==> config.mk <==
export PLATFORM = sky130hd
export DESIGN_NAME = rename_regfile_mp_flat
export DESIGN_NICKNAME = d
export VERILOG_FILES = /design/src/rtl/rename_regfile_mp_if.sv /design/src/rtl/rename_regfile_mp.sv /design/src/flat_wrapper.sv
export SDC_FILE = /design/constraint.sdc
export NUM_CORES = 2
export LEC_CHECK = 0
export BUFFER_PORTS_ARGS = -buffer_cell sky130_fd_sc_hd__buf_2
export CAP_MARGIN = 10
export CORE_MARGIN = 8
export CORE_UTILIZATION = 35
export CTS_BUF_LIST = sky130_fd_sc_hd__clkbuf_8
export DETAILED_ROUTE_END_ITERATION = 12
export GPL_TIMING_DRIVEN = 0
export PLACE_DENSITY = 0.6
export RECOVER_POWER = 100
export SLEW_MARGIN = 0
export SYNTH_ARGS = -nofsm -noshare
export SYNTH_HDL_FRONTEND = slang
export SYNTH_SLANG_ARGS = --single-unit
==> constraint.sdc <==
create_clock -name clk -period 22.2 [get_ports clk]
set_input_delay 1.11 -clock clk [delete_from_list [all_inputs] [get_ports clk]]
set_output_delay 1.11 -clock clk [all_outputs]
set_load 0.01 [all_outputs]
==> src/rtl/rename_regfile_mp_if.sv <==
// rtl/rename_regfile_mp_if.sv - decode/dispatch/commit bus of the rename register file
// Parameters must match the rename_regfile_mp instance the interface is bound to.
interface rename_regfile_mp_if #(
   parameter int REG_COUNT  = 32,
   parameter int DATA_W     = 32,
   parameter int ROB_TAG_W  = 4,
   parameter int READ_PORTS = 2
) ();
   localparam int IDX_W = $clog2(REG_COUNT);
   localparam int CNT_W = $clog2(REG_COUNT + 1);

   logic [READ_PORTS*IDX_W-1:0]     in_rd_idx;
   logic [READ_PORTS*DATA_W-1:0]    out_rd_value;
   logic [READ_PORTS*ROB_TAG_W-1:0] out_rd_tag;
   logic [READ_PORTS-1:0]           out_rd_busy;
   logic                            in_dispatch_valid;
   logic [IDX_W-1:0]                in_dispatch_reg;
   logic [ROB_TAG_W-1:0]            in_dispatch_rob;
   logic                            in_commit_valid;
   logic [IDX_W-1:0]                in_commit_reg;
   logic [ROB_TAG_W-1:0]            in_commit_rob;
   logic [DATA_W-1:0]               in_commit_value;
   logic                            in_flush;
   logic [CNT_W-1:0]                out_busy_count;

   modport slave (
      input  in_rd_idx, in_dispatch_valid, in_dispatch_reg, in_dispatch_rob,
      input  in_commit_valid, in_commit_reg, in_commit_rob, in_commit_value, in_flush,
      output out_rd_value, out_rd_tag, out_rd_busy, out_busy_count
   );

   modport master (
      output in_rd_idx, in_dispatch_valid, in_dispatch_reg, in_dispatch_rob,
      output in_commit_valid, in_commit_reg, in_commit_rob, in_commit_value, in_flush,
      input  out_rd_value, out_rd_tag, out_rd_busy, out_busy_count
   );
endinterface

==> src/rtl/rename_regfile_mp.sv <==
// rtl/rename_regfile_mp.sv - architectural register file with rename status and busy count
// Optional same-cycle commit-to-read bypass: RENAME_COMMIT_BYPASS_EN.
module rename_regfile_mp #(
   parameter int REG_COUNT  = 32,
   parameter int DATA_W     = 32,
   parameter int ROB_TAG_W  = 4,
   parameter int READ_PORTS = 2
) (
   input logic               clk,
   input logic               rst,
   input logic               rdy,
   rename_regfile_mp_if.slave bus
);
   localparam int IDX_W = $clog2(REG_COUNT);
   localparam int CNT_W = $clog2(REG_COUNT + 1);

   logic [DATA_W-1:0]               r_value [REG_COUNT];
   logic [ROB_TAG_W-1:0]            r_tag   [REG_COUNT];
   logic [REG_COUNT-1:0]            r_busy;
   logic [CNT_W-1:0]                r_busy_count;

   logic [REG_COUNT-1:0]            w_busy_nxt;
   logic [CNT_W-1:0]                w_cnt_nxt;
   logic                            w_commit_en;
   logic                            w_commit_match;
   logic                            w_dispatch_en;
   logic [IDX_W-1:0]                w_idx;
   logic [READ_PORTS*DATA_W-1:0]    w_rd_value;
   logic [READ_PORTS*ROB_TAG_W-1:0] w_rd_tag;
   logic [READ_PORTS-1:0]           w_rd_busy;

   assign w_commit_en    = bus.in_commit_valid && (bus.in_commit_reg != '0);
   // A commit only releases the register if no younger rename has taken ownership.
   assign w_commit_match = w_commit_en && (r_tag[bus.in_commit_reg] == bus.in_commit_rob);
   assign w_dispatch_en  = bus.in_dispatch_valid && (bus.in_dispatch_reg != '0) && !bus.in_flush;

   always_comb begin
      w_busy_nxt = r_busy;
      if (w_commit_match) w_busy_nxt[bus.in_commit_reg] = 1'b0;
      if (bus.in_flush) w_busy_nxt = '0;
      else if (w_dispatch_en) w_busy_nxt[bus.in_dispatch_reg] = 1'b1;
      w_cnt_nxt = '0;
      for (int i = 0; i < REG_COUNT; i++) w_cnt_nxt = w_cnt_nxt + CNT_W'(w_busy_nxt[i]);
   end

   always_ff @(posedge clk or negedge rst) begin
      if (!rst) begin
         r_busy       <= '0;
         r_busy_count <= '0;
         for (int i = 0; i < REG_COUNT; i++) begin
            r_value[i] <= '0;
            r_tag[i]   <= '0;
         end
      end else if (rdy) begin
         r_busy       <= w_busy_nxt;
         r_busy_count <= w_cnt_nxt;
         if (w_commit_en) r_value[bus.in_commit_reg] <= bus.in_commit_value;
         if (bus.in_flush) begin
            for (int i = 0; i < REG_COUNT; i++) r_tag[i] <= '0;
         end else if (w_dispatch_en) begin
            r_tag[bus.in_dispatch_reg] <= bus.in_dispatch_rob;
         end
      end
   end

   // Sources are read before the same-cycle dispatch, so dispatch never feeds the read ports.
   always_comb begin
      w_rd_value = '0;
      w_rd_tag   = '0;
      w_rd_busy  = '0;
      w_idx      = '0;
      for (int p = 0; p < READ_PORTS; p++) begin
         w_idx = bus.in_rd_idx[p*IDX_W +: IDX_W];
         if (w_idx != '0) begin
            w_rd_value[p*DATA_W +: DATA_W]       = r_value[w_idx];
            w_rd_tag[p*ROB_TAG_W +: ROB_TAG_W]   = r_tag[w_idx];
            w_rd_busy[p]                         = r_busy[w_idx];
`ifdef RENAME_COMMIT_BYPASS_EN
            if (w_commit_en && (bus.in_commit_reg == w_idx) &&
                (bus.in_commit_rob == r_tag[w_idx])) begin
               w_rd_value[p*DATA_W +: DATA_W] = bus.in_commit_value;
               w_rd_busy[p]                   = 1'b0;
            end
`endif
         end
      end
   end

   assign bus.out_rd_value   = w_rd_value;
   assign bus.out_rd_tag     = w_rd_tag;
   assign bus.out_rd_busy    = w_rd_busy;
   assign bus.out_busy_count = r_busy_count;
endmodule

==> src/flat_wrapper.sv <==
// flat-port wrapper written by rule: the top's interface ports become plain ports
module rename_regfile_mp_flat 
#(
   parameter int REG_COUNT  = 32,
   parameter int DATA_W     = 32,
   parameter int ROB_TAG_W  = 4,
   parameter int READ_PORTS = 2
)
  (clk, rst, rdy, bus_in_rd_idx, bus_in_dispatch_valid, bus_in_dispatch_reg, bus_in_dispatch_rob, bus_in_commit_valid, bus_in_commit_reg, bus_in_commit_rob, bus_in_commit_value, bus_in_flush, bus_out_rd_value, bus_out_rd_tag, bus_out_rd_busy, bus_out_busy_count);
  rename_regfile_mp_if #(.REG_COUNT(REG_COUNT), .DATA_W(DATA_W), .ROB_TAG_W(ROB_TAG_W), .READ_PORTS(READ_PORTS)) bus_i ();
  input logic clk;
  input logic rst;
  input logic rdy;
  input wire logic [$bits(bus_i.in_rd_idx)-1:0] bus_in_rd_idx;
  input wire logic [$bits(bus_i.in_dispatch_valid)-1:0] bus_in_dispatch_valid;
  input wire logic [$bits(bus_i.in_dispatch_reg)-1:0] bus_in_dispatch_reg;
  input wire logic [$bits(bus_i.in_dispatch_rob)-1:0] bus_in_dispatch_rob;
  input wire logic [$bits(bus_i.in_commit_valid)-1:0] bus_in_commit_valid;
  input wire logic [$bits(bus_i.in_commit_reg)-1:0] bus_in_commit_reg;
  input wire logic [$bits(bus_i.in_commit_rob)-1:0] bus_in_commit_rob;
  input wire logic [$bits(bus_i.in_commit_value)-1:0] bus_in_commit_value;
  input wire logic [$bits(bus_i.in_flush)-1:0] bus_in_flush;
  output wire logic [$bits(bus_i.out_rd_value)-1:0] bus_out_rd_value;
  output wire logic [$bits(bus_i.out_rd_tag)-1:0] bus_out_rd_tag;
  output wire logic [$bits(bus_i.out_rd_busy)-1:0] bus_out_rd_busy;
  output wire logic [$bits(bus_i.out_busy_count)-1:0] bus_out_busy_count;
  assign bus_i.in_rd_idx = bus_in_rd_idx;
  assign bus_i.in_dispatch_valid = bus_in_dispatch_valid;
  assign bus_i.in_dispatch_reg = bus_in_dispatch_reg;
  assign bus_i.in_dispatch_rob = bus_in_dispatch_rob;
  assign bus_i.in_commit_valid = bus_in_commit_valid;
  assign bus_i.in_commit_reg = bus_in_commit_reg;
  assign bus_i.in_commit_rob = bus_in_commit_rob;
  assign bus_i.in_commit_value = bus_in_commit_value;
  assign bus_i.in_flush = bus_in_flush;
  assign bus_out_rd_value = bus_i.out_rd_value;
  assign bus_out_rd_tag = bus_i.out_rd_tag;
  assign bus_out_rd_busy = bus_i.out_rd_busy;
  assign bus_out_busy_count = bus_i.out_busy_count;
  rename_regfile_mp #(.REG_COUNT(REG_COUNT), .DATA_W(DATA_W), .ROB_TAG_W(ROB_TAG_W), .READ_PORTS(READ_PORTS)) u_core (.clk(clk), .rst(rst), .rdy(rdy), .bus(bus_i));
endmodule
Word level (Yosys, flattened, before mapping)
Cells that the tools add are included.

operators by class
  $add $sub $neg = 31
  magnitude comparators = 12
  equality and inequality tests = 1
  multiplexer cells = 40
  bitwise operators = 7
  reduce and logical (&&, ||, !) cells = 16

operators with widths
  cell                                                        number
  bitwise mux 1024 bit                                        1
  binary-select mux 32 bit (select 5 bit)                     2
  two-way mux 32 bit                                          10
  two-way mux 128 bit                                         2
  adder 6 x 1 -> 6 bit                                        30
  demux 32 bit (select 5 bit)                                 1
  bitwise mux 128 bit                                         1
  binary-select mux 4 bit (select 5 bit)                      3
  two-way mux 4 bit                                           9
  bitwise AND 32 bit                                          1
  NOT 32 bit                                                  1
  bitwise OR 32 bit                                           1
  >= comparator 6 bit, second input constant                  4
  less-than comparator 5 x 6 -> 1 bit, second input constant  4
  NOT 5 -> 6 bit                                              4
  demux 4 bit (select 5 bit)                                  1
  nonzero test 5 bit                                          4
  less-than comparator 6 x 1 -> 1 bit, second input constant  2
  binary-select mux 1 bit (select 5 bit)                      2
  demux 1 bit (select 5 bit)                                  2
  >= comparator 5 x 1 -> 1 bit, second input constant         2
  logical AND 1 bit                                           8
  two-way mux 1 bit                                           6
  == test 4 bit                                               1
  other kinds (4)                                             5

word-level totals
  register bits after elaboration = 1,190
  input bits = 66
  logic and storage cells = 173

Logic depth before layout (Yosys ltp)
  depth in word-level cells = 41
  depth in mapped cells = 30
  depth with buffers taken out = 25

Least setup slack after synthesis
Ideal clock, no wire load.

  kind = input to register
  from = input port bus_in_commit_reg[0]
  to = register u_core.r_busy_count[4], in the netlist u_core.bus.out_busy_count[4]
  library setup time = 0.125 ns
  arrival = 8.093 ns
  data required time = 22.075 ns
  path slack = 13.982 ns
  stages on the path = 26
  buffers on the path = 4
  cells stage by stage = buf_2 buf_2 mux2i_1 o22ai_1 nor4_1 a21oi_1 or4_1 clkbuf_1 buf_6 o41ai_2 a21oi_1 ha_1 inv_1 fa_1 inv_1 fa_1 fa_1 fa_1 fa_1 fa_1 fa_1 fa_1 a21o_1 a21oi_1 xnor2_1 mux2_2

on the way
  word-level cells in the longest chain between the ends = 41
  elaborated cells between the ends (all ways) = 50
  those cells by class = add/sub: 31; order compare: 2; eq/ne: 1; mux: 8; bitwise: 4; reduce/logical: 4

ends and longest elaborated chain
  what                                                                                               line                                              text
  start, declared                                                                                    flat_wrapper.sv:19                                input wire logic [$bits(bus_i.in_commit_reg)-1:0] bus_in_commit_reg;
  less-than comparator 5 x 6 -> 1 bit (not written as such) (tied with other cells)                  rename_regfile_mp.sv:39                           if (w_commit_match) w_busy_nxt[bus.in_commit_reg] = 1'b0;
  logical AND 1 bit (not written as such) or binary-select mux 4 bit (select 5 bit) (tied branches)  rename_regfile_mp.sv:39, rename_regfile_mp.sv:34
  two-way mux 1 bit (not written as such) or two-way mux 4 bit (tied branches)                       rename_regfile_mp.sv:39, rename_regfile_mp.sv:34
  demux 1 bit (select 5 bit) or two-way mux 4 bit (tied branches)                                    --
  NOT 32 bit (no source line) or == test 4 bit (tied branches)                                       --
  bitwise AND 32 bit (no source line) or logical AND 1 bit (tied branches)                           --
  two-way mux 32 bit (*)                                                                             rename_regfile_mp.sv:39
  bitwise OR 32 bit (no source line)                                                                 --
  two-way mux 32 bit (*)                                                                             rename_regfile_mp.sv:41                           else if (w_dispatch_en) w_busy_nxt[bus.in_dispatch_reg] = 1'b1;
  two-way mux 32 bit (*)                                                                             rename_regfile_mp.sv:40                           if (bus.in_flush) w_busy_nxt = '0;
  net u_core.w_busy_nxt[1]                                                                           rename_regfile_mp.sv:22                           logic [REG_COUNT-1:0] w_busy_nxt;
  adder 1 x 1 -> 2 bit (*)                                                                           rename_regfile_mp.sv:43                           for (int i = 0; i < REG_COUNT; i++) w_cnt_nxt = w_cnt_nxt + CNT_W'(w_busy_nxt[i]);
  adder 6 x 1 -> 6 bit (*) (30 in series)                                                            rename_regfile_mp.sv:43
  end signal, assigned                                                                               rename_regfile_mp.sv:56                           r_busy_count <= w_cnt_nxt;
  end, declared                                                                                      rename_regfile_mp.sv:20                           logic [CNT_W-1:0] r_busy_count;

Mark *: on every way through the listed nets, which the timed path passes. The rest lies on a longest branch. The select of a mux whose other input is x is not followed.
A chain may end at the register's enable or synchronous reset.

==> summary.txt <==
Run status
  – Status: finished, violations left
  – Violated checks: max-capacitance violations, max-slew violations

Routing
  – DRT iter0 DRCs: around 5000
  – Met1 wire length: 95.56 mm
  – DRC: 0
  – ANT nets after route: 0
  – Vias per cell: roughly 6.1
  – DRT Pass-1 Iters: 5
  – Wire per inst: 32.91 microns
  – Post-Route WL: approximately 240 mm
  – Met2 WL: 110.8 mm
  – Met3 WL: around 23 mm
  – Total number of vias: 45110
  – Top routing layer in use: met5

Clock tree
  – CTS buffer count: ~200
  – Clk Latency, worst-skew pair: 0.94 ns
  – Hold_buf cts: 0
  – Clock transition at the registers of the reported paths: ~0.06 ns
  – Post CTS Setup Buffer Count: 0
  – Htree depth: 4
  – Cells resized by post-CTS repair: 0
  – CTS max path bufs: 3
  – Clk sinks: 1190
  – CTS tree: done
  – CTS Root Cell: clkbuf_8

Setup path
  – Reg2reg start: u_core.r_tag[32]
  – Most used cell, CP: clkbuf_1
  – CP Depth: 2
  – Critical-path maximum fanout: roughly 170
  – Max stage delay on crit path: 6.34 ns
  – Worst Setup Start Kind: input port
  – Data arrival time of the critical path: just over 10 ns
  – Endpoint class of the critical path: async pin
  – Cells on worst reg2reg path: 24
  – Top delay family on crit path: buffers and inverters
  – CP Launch Point: rst
  – Crit-path slowest cell: clkbuf_1
  – Worst-path cell chain: clkbuf_1, clkbuf_1
  – CP bufs+invs: 2
  – Critical Path RT: ~21 ns
  – Setup CP Type: in -> async

Floorplan
  – Die Wd: approximately 450 microns
  – DIE AREA: 202500 sq um
  – Die height: around 450 microns
  – Initial Util: roughly a third
  – Core Region: 187400 sq um
  – FP Rows: 159
  – Ports: roughly 150

Global routing
  – GRT overflow: 0
  – Initial antenna violation count: 12
  – Vias in the first global route: 46650
  – Pin count of the biggest net entering global routing: about 170
  – GRT Util Overall: a little under a quarter
  – Global-route wire length before repair: roughly 350 mm

STA
  – Peak Freq: 0.08677 GHz
  – Final worst slack: around 11 ns
  – RSZ-0062 raised after global routing: no
  – Final Hold Fails: 0
  – Clock skew: between 0.03 and 0.04 ns
  – Final setup vio count: 0
  – Fin crit share: roughly 52%
  – Worst-Margin Slew: 8.913 ns
  – Fin. max-slew vios: 642
  – Max-slew headroom: -494.2%
  – Hold slack: 0.4583 ns
  – Final min period: 11.52 ns

Power and ir drop
  – Maximum VDD drop: around 48 uV
  – Power density cells: 76.10 nW/um^2
  – P_leak: between 30 and 40 nW
  – Tot Pwr: approximately 5.7 mW

Placement
  – Final HPWL DP: ~170 mm
  – Port-buffer cells: around 140
  – Setup WS pre-CTS: 12.64 ns
  – Final Wtd Congestion: 0.9306
  – Placed cells: between 7000 and 8000

Synth
  – Yosys warnings: 0
  – Post-synth EDFFs: 0
  – Register area share after synthesis: 45.16%
  – Number of distinct library cells after synthesis: 56
  – Asr flop ratio synth: between 90% and 100%
  – Post-Synthesis Cells: between 4000 and 5000
  – Syn nets: between 4000 and 5000
  – Cell Area, Synth: between 60000 and 70000 sq um
  – Yosys reg bits: 1190
  – Syn_area_per_cell: 15.17 sq um
  – Top FF cell, synth: dfrtp_1

Min path
  – HP Start: bus_in_commit_value[24]
  – WHS Path Cells: 2
  – Hold WC Path Type: in -> reg

Final layout
  – Most frequent cells in the layout: dfrtp_1 (1190), mux2_2 (996), mux4_2 (740)
  – Most common cell after layout, fill and taps aside: dfrtp_1
  – Final std cells w/o fill: about 7400
  – Area Growth Syn to Fin: 13.36%
  – Layout cell share with drive strength beyond 1: between 40 and 50%
  – Post-layout util: around 40%
  – Fillers: around 18000
  – Nets: around 4900

Run
  – MaxCap Viol Count: 18
[final timing paths]
kind,endpoint,slack [ns]
min in group asynchronous,u_core.r_tag[98],1.42
worst max-delay path,u_core.r_value[851],10.68
worst max register to register,u_core.bus.out_busy_count[4],14.08
max in group clk,u_core.bus.out_busy_count[4],11.89
worst min register to register,u_core.r_value[1003],0.48
worst min-delay path,u_core.r_value[984],0.46
[Yosys cell counts (2+ instances only)]
library cell     n  area (sq um)
a21o_1           4         30.03
a21oi_1         27         135.1
a22o_1          92         805.8
a2bb2oi_1       12         105.1
a31oi_1         13         81.33
a32oi_1          4         35.03
and2_1          16         100.1
and3_1           4         25.02
and4_1           2         17.52
buf_1           69         259.0
buf_2           93         465.5
buf_6            4         45.04
clkbuf_1       321          1205
dfrtp_1       1190         29780
fa_1            24         480.5
ha_1             8         100.1
inv_1           36         135.1
mux2_2         996         11220
mux2i_1        138          1381
mux4_2         740         16670
nand2_1        159         596.8
nand2b_1        26         162.7
nand3_1          5         25.02
nand3b_1         4         30.03
nand4b_1         4         35.03
nand4bb_1        3         33.78
nor2_1         130         488.0
nor2b_1         12         75.07
nor3_1           3         15.01
nor3b_1          3         22.52
nor4_1          53         331.6
nor4_2           5         62.56
o2111ai_1        3         26.28
o21ai_0         34         170.2
o21ai_1         27         135.1
o22ai_1         32         200.2
o32a_1           2         20.02
o32ai_1         14         122.6
o41ai_2          4         65.06
or2_2            3         18.77
or3_1            3         18.77
or4_1            3         22.52
or4b_1           3         30.03
or4bb_1          3         33.78
xnor2_1          3         26.28
[state kept, by name, summed over array words and instances, names as in the netlist]
| name | count |
|---|---|
| u_core.r_tag | 128 |
| u_core.r_value | 1024 |
| u_core.bus.out_busy_count | 6 |
| u_core.r_busy | 32 |
[per-layer routing]
metal | vias up | GRT usage, %
met1 | 24360 | 30.31
met5 | - | 0
met4 | 4 | 12.07
met3 | 650 | 7.380
li1 | 17750 | -
met2 | 2354 | 36.03
[final cells by class]
class                      instances  area [sq um]  area share [%]
multi-input combinational       2632         34020           45.52
sequential                      1190         29780           39.84
clock buffer                     271          3730           4.990
tap                             2495          3122           4.177
buffer                           487          1896           2.536
timing repair buffer             203          1551           2.076
clock inverter                    87         476.7          0.6378
inverter                          36         135.1          0.1808
antenna                           12         30.03         0.04018
[power by group]
part | switching [mW] | internal (mW) | leakage (nW)
Sequential | 0.174 | 2.41 | 16.0
Clock | 0.965 | 1.11 | 2.39
Combinational | 0.479 | 0.547 | 13.6
Total | 1.62 | 4.07 | 32.0
[metrics by stage]
| step | TNS, ns | area (sq um) |
|---|---|---|
| after floorplan | 0 | 65930 |
| after global placement | -7567.70 | 69740 |
| after detailed placement | 0 | 70610 |
| after CTS | 0 | 74810 |
| after global routing | 0 | 74730 |
| final | 0 | 74740 |
[cells by family after synthesis]
group	share of synthesized area, %
fa+ha+maj	0.8805
xor+xnor	0.05314
flops	45.16
simple gates	3.336
compound gates	2.985
buf+inv	3.199
mux	44.38
Note: power is estimated with default switching activity, not from simulation.
